[config.mk]
export PLATFORM = sky130hd
export DESIGN_NAME = rx_token_decode
export DESIGN_NICKNAME = d
export VERILOG_FILES = /design/src/rtl/spw_rx_pkg.sv /design/src/rtl/rx_credit_counter.sv /design/src/rtl/rx_token_decode.sv
export SDC_FILE = /design/constraint.sdc
export NUM_CORES = 1
export LEC_CHECK = 0
export CAP_MARGIN = 20
export CORE_MARGIN = 8
export CORE_UTILIZATION = 45
export DETAILED_ROUTE_END_ITERATION = 10
export PLACE_DENSITY = 0.8
export SYNTH_ARGS = -nofsm -noshare
export SYNTH_HDL_FRONTEND = slang
export SYNTH_SLANG_ARGS = --single-unit
[constraint.sdc]
create_clock -name posedge_clk -period 4.19 [get_ports posedge_clk]
set_clock_uncertainty 0.1 [all_clocks]
set_input_delay 0.838 -clock posedge_clk [delete_from_list [all_inputs] [get_ports posedge_clk]]
set_output_delay 0.838 -clock posedge_clk [all_outputs]
set_load 0.01 [all_outputs]
[src/rtl/spw_rx_pkg.sv]
// Shared definitions for the receive-path token decoder: control codes,
// N-Char encodings written to the RX FIFO, decoder FSM states and the
// default credit configuration.
package spw_rx_pkg;

  localparam logic [2:0] CTRL_FCT = 3'b100;
  localparam logic [2:0] CTRL_EOP = 3'b101;
  localparam logic [2:0] CTRL_EEP = 3'b110;
  localparam logic [2:0] CTRL_ESC = 3'b111;

  localparam logic [8:0] NCHAR_EOP = 9'h100;
  localparam logic [8:0] NCHAR_EEP = 9'h101;

  localparam int DEF_CREDIT_STEP = 8;
  localparam int DEF_CREDIT_MAX  = 56;
  localparam int CREDIT_W        = 6;

  typedef enum logic {
    ST_IDLE,
    ST_ESC_PEND
  } rx_state_e;

  // A token fails parity whenever the received bit disagrees with the locally generated one.
  function automatic logic parity_bad(input logic rec, input logic gen);
    return rec != gen;
  endfunction

endpackage

[src/rtl/rx_credit_counter.sv]
// Outstanding receive credit. Each FCT sent by the local transmitter grants
// CREDIT_STEP more characters, unless that would exceed CREDIT_MAX; each
// N-Char written to the FIFO consumes one. Never wraps below zero.
module rx_credit_counter
  import spw_rx_pkg::*;
#(
  parameter int CREDIT_STEP = DEF_CREDIT_STEP,
  parameter int CREDIT_MAX  = DEF_CREDIT_MAX
) (
  input  logic                posedge_clk,
  input  logic                rx_resetn,
  input  logic                inc,
  input  logic                dec,
  output logic [CREDIT_W-1:0] credit,
  output logic                zero
);

  localparam logic [CREDIT_W-1:0] STEP_V  = CREDIT_W'(CREDIT_STEP);
  localparam logic [CREDIT_W-1:0] LIMIT_V = CREDIT_W'(CREDIT_MAX - CREDIT_STEP);
  localparam logic [CREDIT_W-1:0] ONE_V   = CREDIT_W'(1);

  logic                inc_ok;
  logic [CREDIT_W-1:0] credit_n;

  // Next credit: the grant limit is judged on the value before this cycle's update.
  always_comb begin
    inc_ok   = inc && (credit <= LIMIT_V);
    credit_n = credit;
    case ({inc_ok, dec})
      2'b10:   credit_n = credit + STEP_V;
      2'b01:   if (credit != '0) credit_n = credit - ONE_V;
      2'b11:   credit_n = credit + STEP_V - ONE_V;
      default: credit_n = credit;
    endcase
  end

  // Credit register, cleared by reset.
  always_ff @(posedge posedge_clk or negedge rx_resetn) begin
    if (!rx_resetn) credit <= '0;
    else            credit <= credit_n;
  end

  assign zero = (credit == '0);

endmodule

[src/rtl/rx_token_decode.sv]
// Receive-path token decoder. Classifies captured characters as NULL, FCT,
// N-Char or time-code, flags parity/escape/credit errors and drives the RX
// FIFO write port. All outputs are registered.
// Build option RX_CREDIT_CHECK_EN: when defined, a credit counter is present
// and N-Chars arriving with no credit are rejected; otherwise rx_credit and
// rx_error_credit are zero and fct_sent is ignored.
module rx_token_decode
  import spw_rx_pkg::*;
#(
  parameter int CREDIT_STEP = DEF_CREDIT_STEP,
  parameter int CREDIT_MAX  = DEF_CREDIT_MAX
) (
  input  logic                posedge_clk,
  input  logic                rx_resetn,
  input  logic                data_valid_p,
  input  logic                control_valid_p,
  input  logic [8:0]          dta_timec_p,
  input  logic                parity_rec_d,
  input  logic                parity_rec_d_gen,
  input  logic [2:0]          control_p_r,
  input  logic                parity_rec_c,
  input  logic                parity_rec_c_gen,
  input  logic                fct_sent,
  output logic                rx_got_null,
  output logic                rx_got_fct,
  output logic                rx_got_nchar,
  output logic                rx_got_time_code,
  output logic                rx_buffer_write,
  output logic [8:0]          rx_data_flag,
  output logic [7:0]          rx_time_out,
  output logic                rx_error_parity,
  output logic                rx_error_esc,
  output logic                rx_error_credit,
  output logic                rx_error,
  output logic [CREDIT_W-1:0] rx_credit
);

  rx_state_e  state;
  rx_state_e  state_n;
  logic       first_token;
  logic       any_valid;
  logic       parity_err;
  logic       nchar_req;
  logic [8:0] nchar_val;
  logic       do_write;
  logic       got_null_n;
  logic       got_fct_n;
  logic       got_tc_n;
  logic       err_par_n;
  logic       err_esc_n;
  logic       err_credit_n;
  logic [7:0] time_n;
  logic       credit_zero;
  logic       data_flag_unused;

  // The capture stage's data/control flag is implied by which valid pulse fires.
  assign data_flag_unused = dta_timec_p[8];

  // A control character wins when both valid pulses coincide; the data character is dropped.
  assign any_valid  = data_valid_p | control_valid_p;
  assign parity_err = !first_token &&
                      (control_valid_p ? parity_bad(parity_rec_c, parity_rec_c_gen)
                                       : parity_bad(parity_rec_d, parity_rec_d_gen));

`ifdef RX_CREDIT_CHECK_EN
  rx_credit_counter #(
    .CREDIT_STEP (CREDIT_STEP),
    .CREDIT_MAX  (CREDIT_MAX)
  ) u_credit (
    .posedge_clk (posedge_clk),
    .rx_resetn   (rx_resetn),
    .inc         (fct_sent),
    .dec         (do_write),
    .credit      (rx_credit),
    .zero        (credit_zero)
  );
`else
  localparam int credit_cfg_unused = CREDIT_STEP + CREDIT_MAX;
  logic fct_sent_unused;
  assign fct_sent_unused = fct_sent;
  assign rx_credit       = '0;
  assign credit_zero     = 1'b0;
`endif

  // Token classification: next FSM state and the events this token raises.
  always_comb begin
    state_n      = state;
    nchar_req    = 1'b0;
    nchar_val    = '0;
    got_null_n   = 1'b0;
    got_fct_n    = 1'b0;
    got_tc_n     = 1'b0;
    err_par_n    = 1'b0;
    err_esc_n    = 1'b0;
    time_n       = rx_time_out;
    if (any_valid) begin
      if (parity_err) begin
        err_par_n = 1'b1;
        state_n   = ST_IDLE;
      end else if (control_valid_p) begin
        case (state)
          ST_IDLE: begin
            case (control_p_r)
              CTRL_FCT: got_fct_n = 1'b1;
              CTRL_EOP: begin
                nchar_req = 1'b1;
                nchar_val = NCHAR_EOP;
              end
              CTRL_EEP: begin
                nchar_req = 1'b1;
                nchar_val = NCHAR_EEP;
              end
              CTRL_ESC: state_n = ST_ESC_PEND;
              default:  state_n = ST_IDLE;
            endcase
          end
          ST_ESC_PEND: begin
            state_n = ST_IDLE;
            if (control_p_r == CTRL_FCT) got_null_n = 1'b1;
            else                         err_esc_n  = 1'b1;
          end
          default: state_n = ST_IDLE;
        endcase
      end else begin
        case (state)
          ST_IDLE: begin
            nchar_req = 1'b1;
            nchar_val = {1'b0, dta_timec_p[7:0]};
          end
          ST_ESC_PEND: begin
            got_tc_n = 1'b1;
            time_n   = dta_timec_p[7:0];
            state_n  = ST_IDLE;
          end
          default: state_n = ST_IDLE;
        endcase
      end
    end
    do_write     = nchar_req && !credit_zero;
    err_credit_n = nchar_req &&  credit_zero;
  end

  // FSM state and the first-token parity exemption.
  always_ff @(posedge posedge_clk or negedge rx_resetn) begin
    if (!rx_resetn) begin
      state       <= ST_IDLE;
      first_token <= 1'b1;
    end else begin
      state <= state_n;
      if (any_valid) first_token <= 1'b0;
    end
  end

  // Registered event pulses, FIFO write port, held time-code and sticky error.
  always_ff @(posedge posedge_clk or negedge rx_resetn) begin
    if (!rx_resetn) begin
      rx_got_null      <= 1'b0;
      rx_got_fct       <= 1'b0;
      rx_got_nchar     <= 1'b0;
      rx_got_time_code <= 1'b0;
      rx_buffer_write  <= 1'b0;
      rx_data_flag     <= '0;
      rx_time_out      <= '0;
      rx_error_parity  <= 1'b0;
      rx_error_esc     <= 1'b0;
      rx_error_credit  <= 1'b0;
      rx_error         <= 1'b0;
    end else begin
      rx_got_null      <= got_null_n;
      rx_got_fct       <= got_fct_n;
      rx_got_nchar     <= do_write;
      rx_got_time_code <= got_tc_n;
      rx_buffer_write  <= do_write;
      if (do_write) rx_data_flag <= nchar_val;
      rx_time_out      <= time_n;
      rx_error_parity  <= err_par_n;
      rx_error_esc     <= err_esc_n;
      rx_error_credit  <= err_credit_n;
      rx_error         <= rx_error | err_par_n | err_esc_n | err_credit_n;
    end
  end

endmodule
==> out/metrics.yaml, run 1 <==
outcome:
  outcome: "finished, final reports clean"
yosys:
  postSynthCellCount: 94
  synth-simple-area-share_pct: 12.59
  ys_warn_count: 0
  synthArstFlopShare_pct: 100.0
  syn_avg_cell_area_um2: 13.22
  synth_adder_area_share_pct: 0
  synth-main-ff-cell: "dfrtp_1"
  synth_top_family_by_area: "multiplexers"
  synthXorXnorAreaFrac_pct: 2.719
  muxShareOfSynthArea_pct: 19.34
  synth_compound_area_share_pct: 4.733
  yosysSeqAreaShare_pct: 52.47
  synth-seq-cells: 26
  synthDistinctLibCells: 30
  synth_edf_count: 0
  synth_area_mm2: 0.001242
floorplanning:
  row_count: 19
  pin_count: 53
  die_x_um: 68.55
  die_h_um: 68.55
  die-area_mm2: 0.004698
  start_util_pct: 46.25
  coreArea_mm2: 0.002686
worst_setup_path:
  end_kind: "register"
  r2r-end: "rx_time_out[5]"
  cp-start-kind: "input pin"
  regToRegSetupSlack_ns: 2.18
  crit_type: "input pin to register"
  crit_path_end: "rx_time_out[5]"
  r2r_cells: 4
  crit_path_start: "control_valid_p"
  r2r-start: "first_token"
  cp_max_fo: 15
  crit_arrival_ns: 2.93
  worstPathRequired_ns: 4.29
sta:
  fin_setup_tns_ns: 0
  max_slew_margin_pct: 63.27
  finalCritPeriodShare_pct: 67.67
  max_clock_freq_mhz: 352.7
  hold_violations: 0
  tightest_slew_ns: 0.5509
  final_max_slew_viol_count: 0
  rsz0062_at_grt: "no"
  hold_ws_ns: 0.4021
  setup_violations: 0
  fin_crit_ns: 2.835
route:
  drt_iter0_markers: 12
  num_vias: 812
  viasPerCell: 4.862
  antenna_left: 0
  wl_per_cell_um: 15.65
  wl_um: 2613
  drt_first_pass_iters: 4
  drc: 0
clock_network:
  clk_latency_ns: 0.31
  numCtsBuffers: 3
  ctsHoldBuffers: 0
  tritoncts: "built"
  cts_max_level: 1
  cts_resized: 0
  clockRootBuffer: "clkbuf_4"
  cts_setup_buffers: 0
  clk_pin_slew_ns: 0.14
  clock-sinks: 26
  cts_buffer_depth: 2
cells_and_area:
  layout-drive-gt1-share_pct: 18.38
  post-route-cell-area_mm2: 0.001708
  n_antenna_cell: 0
  nNetsFinal: 158
  syn2layout_area_growth_pct: 37.46
  fin_cells: 167
placement:
  gp_congestion: 0.6945
  port_buffers: 43
  dp.cells: 163
  hpwl_um: 2103
  placed_cell_area_mm2: 0.001672
worst_hold_path:
  hp-class: "register to register"
flow_run:
  maxCapViolations: 0
global_route:
  antenna_found_initial: 0
  overflow: 0
  grt_max_degree: 20
  grt_pass1_wl_um: 4181
  track_usage_pct: 11.45
  grt_pass1_vias: 891
power_and_ir_drop:
  irDropWorstVdd_mv: 0.2151
  power_density_mw_per_mm2: 357.0
  p_leak_nw: 0.8159
## how the worst min path moves through the flow
stage,startpoint,to,slack (ns),depth (start not counted)
2_1_floorplan,first_token,first_token,0.39,1
3_3_place_gp,rx_error,rx_error,0.36,1
3_5_place_dp,rx_data_flag[8],rx_data_flag[8],0.37,1
4_1_cts,rx_data_flag[8],rx_data_flag[8],0.40,1
5_1_grt,rx_data_flag[8],rx_data_flag[8],0.43,1
6_report,rx_error,rx_error,0.40,1
## placed cells by master (no fill, tap or decap), drive strengths merged, types with 2 or more instances in the layout
| cell type | n |
|---|---|
| inv | 2 |
| clkbuf | 4 |
| or3b | 2 |
| nand2b | 2 |
| nor2 | 5 |
| nand2 | 3 |
| nor2b | 8 |
| clkdlybuf4s50 | 43 |
| mux2 | 16 |
| conb | 7 |
| dfrtp | 25 |
| xor2 | 2 |
## Yosys cell counts (2+ instances only)
cell type	instances	share of area (%)
xor2_1	2	1.4
clkbuf_1	2	0.60
mux2_4	16	19
buf_6	2	1.8
inv_1	2	0.60
nor2_1	5	1.5
nand2b_1	2	1.0
dfrtp_1	25	50
nand2_1	3	0.91
nor2b_1	8	4.0
buf_4	8	4.8
## final cells by class
type	instances	area, µm²
clock buffer	4	36.28
fill	214	978.4
inverter	2	7.507
multi-input combinational	60	515.5
sequential	26	651.9
tap	31	38.79
timing repair buffer	44	457.9
## state kept, by name (all words and copies together) (netlist names)
register and cells:
rx_error 1, state 1, rx_error_esc 1, rx_error_parity 1
rx_got_time_code 1, rx_got_null 1, rx_data_flag 9, first_token 1
rx_buffer_write 1, rx_got_fct 1, rx_time_out 8
## per-stage QoR
stage	util, %	total power, W	worst slack, ns
3_3_place_gp	61.20	0.0004878	1.010
6_report	63.58	0.0006096	1.355
5_1_grt	63.58	0.0006400	1.266
3_5_place_dp	62.23	0.0004959	0.9974
2_1_floorplan	-	0.0003950	2.029
4_1_cts	63.58	0.0006172	1.332
## critical path: stages
cell,delay (ns)
clkdlybuf4s50_1,0.77
or2b_1,0.29
o2bb2ai_2,0.20
or3b_1,0.50
mux2_4,0.34
## per-layer routing
metal  wire, µm  track usage [%]  vias to the layer above
li1           -                -                      380
met1       1064            13.65                      398
met2       1224            19.28                       34
met3        324            4.847                        0
met4          0            1.535                        0
met5          0                0                        -
## cell families (layout without fill, tap and decap cells)
group                     Yosys count  after routing
other                               1              7
muxes                              16             16
buffers and inverters              14             50
and+or+nand+nor                    27             27
AOI/OAI and AO/OA                   7              7
xor gates and xnor gates            3              3
DFF                                26             26
## power by group
| part | switching, W | total, W | leakage [nW] | internal [W] |
|---|---|---|---|---|
| registers | 0.0000198 | 0.000303 | 0.338 | 0.000283 |
| clock network | 0.0000684 | 0.000121 | 0.0210 | 0.0000530 |
| logic | 0.0000647 | 0.000185 | 0.457 | 0.000120 |
| total | 0.000153 | 0.000610 | 0.816 | 0.000457 |
No activity file was read; power rests on OpenSTA's default activity.
==> inputs of run 2 (changes only) <==
CORE_UTILIZATION = 42   (was 45)
PLACE_DENSITY = 0.75   (was 0.8)
clock period = 2.7 ns   (was 4.19 ns; I/O delays follow)
==> out/metrics.yaml, run 2 (synthesized netlist as in run 1, its figures left out) <==
worst_setup_path:
  worstPathBufferInverterCount: 2  # was 1
  crit_type: "input pin to register"  # unchanged
  crit_arrival_ns: 2.31  # was 2.93 ns
  worstPathCellList: "clkdlybuf4s50_1 -> nor2_1 -> o2bb2ai_2 -> or3b_1 -> buf_4 -> mux2_4"  # was clkdlybuf4s50_1 -> or2b_1 -> o2bb2ai_2 -> or3b_1 -> mux2_4
  cp_max_fo: 10  # was 15
  slowest_stage: "clkdlybuf4s50_1"  # unchanged
  end_kind: "register"  # unchanged
  cp-start-kind: "input pin"  # unchanged
  crit_family: "buffers and inverters"  # was simple AND/OR/NAND/NOR gates
  worstPathRequired_ns: 2.82  # was 4.29 ns
  max_stage_delay_ns: 0.64  # was 0.77 ns
clock_network:
  clk_pin_slew_ns: 0.13  # was 0.14 ns
  clock-sinks: 26  # unchanged
  ctsHoldBuffers: 0  # unchanged
  clockRootBuffer: "clkbuf_4"  # unchanged
  clk_latency_ns: 0.33  # was 0.31 ns
  cts_resized: 0  # unchanged
  cts_buffer_depth: 2  # unchanged
  cts_max_level: 1  # unchanged
  cts_setup_buffers: 0  # unchanged
  tritoncts: "built"  # unchanged
  numCtsBuffers: 3  # unchanged
placement:
  gp_congestion: 0.7232  # was 0.6945
  dp.cells: 166  # was 163
  placed_cell_area_mm2: 0.001674  # was 0.001672 mm²
  hpwl_um: 2009  # was 2103 µm
  port_buffers: 43  # unchanged
cells_and_area:
  syn2layout_area_growth_pct: 38.97  # was 37.46%
  top_regs: "rx_data_flag: 9 flops, rx_time_out: 8 flops"  # unchanged
  fin_cells: 170  # was 167
  n_antenna_cell: 0  # unchanged
  largest_register_ffs: 9  # unchanged
  nNetsFinal: 161  # was 158
  fill_cells: 234  # was 214
  layout-drive-gt1-share_pct: 20.14  # was 18.38%
  largest-register: "rx_data_flag"  # unchanged
  final_common_cell: "clkdlybuf4s50_1"  # unchanged
  post-route-cell-area_mm2: 0.001727  # was 0.001708 mm²
  final_cell_mix: "43 x clkdlybuf4s50_1, 25 x dfrtp_1, 16 x mux2_4, 8 x nor2b_1, 7 x conb_1"  # unchanged
  utilization_pct: 62.08  # was 63.58%
outcome:
  outcome: "finished, final reports clean"  # unchanged
power_and_ir_drop:
  p_leak_nw: 0.8283  # was 0.8159 nW
  irDropWorstVdd_mv: 0.4571  # was 0.2151 mV
  power_density_mw_per_mm2: 591.4  # was 357.0 mW/mm²
floorplanning:
  start_util_pct: 44.67  # was 46.25%
  row_count: 19  # unchanged
  die_x_um: 70.39  # was 68.55 µm
  die-area_mm2: 0.004955  # was 0.004698 mm²
  pin_count: 53  # unchanged
  die_h_um: 70.39  # was 68.55 µm
  coreArea_mm2: 0.002781  # was 0.002686 mm²
worst_hold_path:
  hp-class: "register to register"  # unchanged
route:
  num_vias: 822  # was 812
  wl_um: 2604  # was 2613 µm
  wl_per_cell_um: 15.32  # was 15.65 µm
  drc: 0  # unchanged
  drt_first_pass_iters: 2  # was 4
  viasPerCell: 4.835  # was 4.862
  antenna_left: 0  # unchanged
  drt_iter0_markers: 20  # was 12
global_route:
  overflow: 0  # unchanged
  grt_max_degree: 27  # was 20
  grt_pass1_vias: 902  # was 891
  track_usage_pct: 10.85  # was 11.45%
  antenna_found_initial: 0  # unchanged
  grt_pass1_wl_um: 4505  # was 4181 µm
sta:
  rsz0062_at_grt: "no"  # unchanged
  fin_setup_tns_ns: 0  # unchanged
  final_max_slew_viol_count: 0  # unchanged
  hold_violations: 0  # unchanged
  max_clock_freq_mhz: 457.0
  setup_violations: 0  # unchanged
  finalCritPeriodShare_pct: 81.05
  fin_crit_ns: 2.188
flow_run:
  maxCapViolations: 0  # unchanged
[run 2: stage by stage]
stage	worst slack, ns	power (W)	hold WS, ns
after floorplan	0.8371	0.0006129	0.1444
after global placement	0.1733	0.0007610	0.3639
after detailed placement	0.1627	0.0007664	0.3735
after CTS	0.5166	0.001039	0.4050
after global routing	0.4347	0.001079	0.4218
final	0.5118	0.001021	0.3963
[run 2: cell type report]
cell class	count	area [µm²]	share of cell area [%]
multi-input combinational	60	515.5	29.85
tap	31	38.79	2.246
inverter	2	7.507	0.4348
timing repair buffer	47	460.4	26.67
clock inverter	1	30.03	1.739
clock buffer	3	22.52	1.304
sequential	26	651.9	37.75
[run 2: final timing paths]
kind | endpoint | slack (ns) | startpoint | cells after the start
setup / recovery | rx_time_out[0] | 0.51 | control_valid_p | 6
max in group asynchronous | first_token | 1.75 | rx_resetn | 2
min in group asynchronous | rx_data_flag[5] | 0.45 | rx_resetn | 2
hold reg to reg | rx_data_flag[8] | 0.40 | rx_data_flag[8] | 1
setup reg to reg | rx_time_out[0] | 0.83 | first_token | 5
hold / removal | rx_data_flag[8] | 0.40 | rx_data_flag[8] | 1
[run 2: report_power, final]
| group | internal, W | switching [W] | total, W |
|---|---|---|---|
| Sequential | 0.000439 | 0.0000278 | 0.000467 |
| Combinational | 0.000186 | 0.000101 | 0.000287 |
| Clock | 0.000150 | 0.000117 | 0.000267 |
| Total | 0.000776 | 0.000245 | 0.00102 |
[run 2: routing by layer]
layer / wire length, µm / track usage [%]
met3: 244 / 5.508
met1: 1243 / 14.38
met4: 8 / 1.339
met2: 1107 / 15.69
met5: 0 / 0
[run 2: worst reg2reg max path, cell delays in order (launching register included)]
cell and delay (ns):
dfstp_2 0.58, nor2_1 0.05, o2bb2ai_2 0.15, or3b_1 0.37, buf_4 0.20, mux2_4 0.31
==> inputs of run 3 (changes only) <==
CORE_UTILIZATION = 37   (was 42)
PLACE_DENSITY = 0.7   (was 0.75)
clock period = 2 ns   (was 2.7 ns; I/O delays follow)
==> out/metrics.yaml, run 3 (synthesized netlist as in run 1, its figures left out) <==
power_and_ir_drop:
  irDropWorstVdd_mv: 0.2158  # was 0.4571 mV
  power_density_mw_per_mm2: 699.2  # was 591.4 mW/mm²
  power_frac_seq_pct: 50.1  # was 45.8%
  p_sw_w: 0.0003231  # was 0.0002453 W
  swShare_pct: 25.61  # was 24.02%
  pwr-share-clk_pct: 17.6  # was 26.2%
  power_frac_comb_pct: 32.3  # was 28.1%
  total_power_w: 0.001262  # was 0.001021 W
  p_leak_nw: 0.8656  # was 0.8283 nW
  internal_power_w: 0.0009385  # was 0.0007759 W
sta:
  final_max_slew_viol_count: 0  # unchanged
  finalCritPeriodShare_pct: 95.65
  hold_violations: 0  # unchanged
  rsz0062_at_grt: "no"  # unchanged
  max_clock_freq_mhz: 522.8
  fin_ws_ns: 0.08707  # was 0.5118 ns
  fin_crit_ns: 1.913
  setup_violations: 0  # unchanged
floorplanning:
  start_util_pct: 37.83  # was 44.67%
  row_count: 21  # was 19
  pin_count: 53  # unchanged
  die_x_um: 73.95  # was 70.39 µm
  die_h_um: 73.95  # was 70.39 µm
  coreArea_mm2: 0.003284  # was 0.002781 mm²
  die-area_mm2: 0.005468  # was 0.004955 mm²
clock_network:
  cts_buffer_depth: 2  # unchanged
  clock-sinks: 26  # unchanged
  cts_max_level: 1  # unchanged
  cts_resized: 0  # unchanged
  cts_setup_buffers: 0  # unchanged
  clockRootBuffer: "clkbuf_4"  # unchanged
  ctsHoldBuffers: 0  # unchanged
  tritoncts: "built"  # unchanged
  clk_pin_slew_ns: 0.13  # about the same
  clk_latency_ns: 0.31  # was 0.33 ns
  numCtsBuffers: 3  # unchanged
route:
  num_vias: 846  # was 822
  drt_first_pass_iters: 2  # unchanged
  viasPerCell: 4.383  # was 4.835
  drt_iter0_markers: 36  # was 20
  wl_um: 2616  # was 2604 µm
  wl_per_cell_um: 13.55  # was 15.32 µm
  drc: 0  # unchanged
  antenna_left: 0  # unchanged
global_route:
  track_usage_pct: 9.662  # was 10.85%
  antenna_found_initial: 0  # unchanged
  grt_pass1_wl_um: 4174  # was 4505 µm
  grt_pass1_vias: 911  # was 902
  grt_max_degree: 15  # was 27
  overflow: 0  # unchanged
placement:
  port_buffers: 43  # unchanged
  placed_cell_area_mm2: 0.001778  # was 0.001674 mm²
  hpwl_um: 2118  # was 2009 µm
  gp_congestion: 0.8071  # was 0.7232
  place_ws_ns: -0.2559  # was 0.1627 ns
worst_setup_path:
  slowest_stage: "clkdlybuf4s50_1"  # unchanged
  worstPathCellList: "clkdlybuf4s50_1 -> xnor2_2 -> o2bb2ai_2 -> or3b_1 -> buf_12 -> mux2_4"  # was clkdlybuf4s50_1 -> nor2_1 -> o2bb2ai_2 -> or3b_1 -> buf_4 -> mux2_4
  crit_type: "input pin to register"  # unchanged
  crit_arrival_ns: 2.02  # was 2.31 ns
  r2r_cells: 5  # unchanged
  regToRegSetupSlack_ns: 0.14  # was 0.83 ns
  cp_max_fo: 9  # was 10
  end_kind: "register"  # unchanged
  r2r-end: "rx_time_out[3]"  # was rx_time_out[0]
  r2r-start: "first_token"  # unchanged
  cp-start-kind: "input pin"  # unchanged
  max_stage_delay_ns: 0.44  # was 0.64 ns
  worstPathRequired_ns: 2.11  # was 2.82 ns
cells_and_area:
  syn2layout_area_growth_pct: 45.22  # was 38.97%
  top_regs: "rx_data_flag: 9 flops, rx_time_out: 8 flops"  # unchanged
  post-route-cell-area_mm2: 0.001804  # was 0.001727 mm²
  largest_register_ffs: 9  # unchanged
  fill_cells: 292  # was 234
  layout-drive-gt1-share_pct: 23.81  # was 20.14%
  n_antenna_cell: 0  # unchanged
  utilization_pct: 54.93  # was 62.08%
  final_cell_mix: "43 x clkdlybuf4s50_1, 25 x dfrtp_1, 16 x mux2_4, 10 x buf_4, 8 x nor2b_1"  # was 43 x clkdlybuf4s50_1, 25 x dfrtp_1, 16 x mux2_4, 8 x nor2b_1, 7 x conb_1
  largest-register: "rx_data_flag"  # unchanged
  nNetsFinal: 169  # was 161
  final_common_cell: "clkdlybuf4s50_1"  # unchanged
worst_hold_path:
  hp-class: "input pin to async pin"  # was register to register
outcome:
  outcome: "finished, final reports clean"  # unchanged
flow_run:
  maxCapViolations: 0  # unchanged
[run 3: cell count changes in the layout (fill, tap and decap cells not counted), sizes merged]
cell,before,now
clkbuf,3,4
buf,4,12
bufinv,1,0
[run 3: power by group through the flow]
stage	combinational, W	sequential, W	clock (W)
after floorplan	0.000157	0.000671	0
after global placement	0.000408	0.000639	0
after detailed placement	0.000413	0.000643	0
after CTS	0.000414	0.000632	0.000233
after global routing	0.000435	0.000641	0.000243
final	0.000407	0.000632	0.000222
[run 3: layer usage]
| layer | track usage (%) | vias to the layer above | routed length, µm |
|---|---|---|---|
| li1 | - | 403 | - |
| met1 | 11.52 | 405 | 1120 |
| met2 | 15.23 | 36 | 1186 |
| met3 | 3.639 | 2 | 298 |
| met4 | 3.991 | 0 | 11 |
| met5 | 0 | - | 0 |
[run 3: metrics by stage]
stage | hold WS, ns | cells | setup TNS (ns)
after floorplan | 0.004409 | 100 | 0
after global placement | 0.3748 | 189 | -3.493
after detailed placement | 0.3734 | 189 | -3.696
after CTS | 0.2271 | 193 | 0
after global routing | 0.2386 | 193 | 0
final | 0.2273 | 193 | 0
[run 3: cell type report]
cell class,count,area (µm²),share of cell area [%]
inverter,2,7.507,0.4161
tap,46,57.56,3.190
multi-input combinational,60,515.5,28.57
sequential,26,651.9,36.13
timing repair buffer,55,545.5,30.24
clock buffer,4,26.28,1.456
[run 3: critical path: cells and delay by family]
kind	cells	cell delay, ns
AOI/OAI and AO/OA	1	0.10
xor gates and xnor gates	1	0.20
buffers and inverters	2	0.61
muxes	1	0.29
and+or+nand+nor	1	0.42
[run 3: worst max-delay path by stage]
stage | start | to | slack (ns) | depth (start not counted)
2_1_floorplan | first_token | rx_time_out[0] | 0.26 | 5
3_3_place_gp | parity_rec_c_gen | rx_time_out[5] | -0.24 | 6
3_5_place_dp | parity_rec_c_gen | rx_time_out[4] | -0.26 | 6
4_1_cts | parity_rec_c_gen | rx_time_out[3] | 0.09 | 6
5_1_grt | parity_rec_c_gen | rx_time_out[3] | 0.02 | 6
6_report | parity_rec_c_gen | rx_time_out[3] | 0.09 | 6
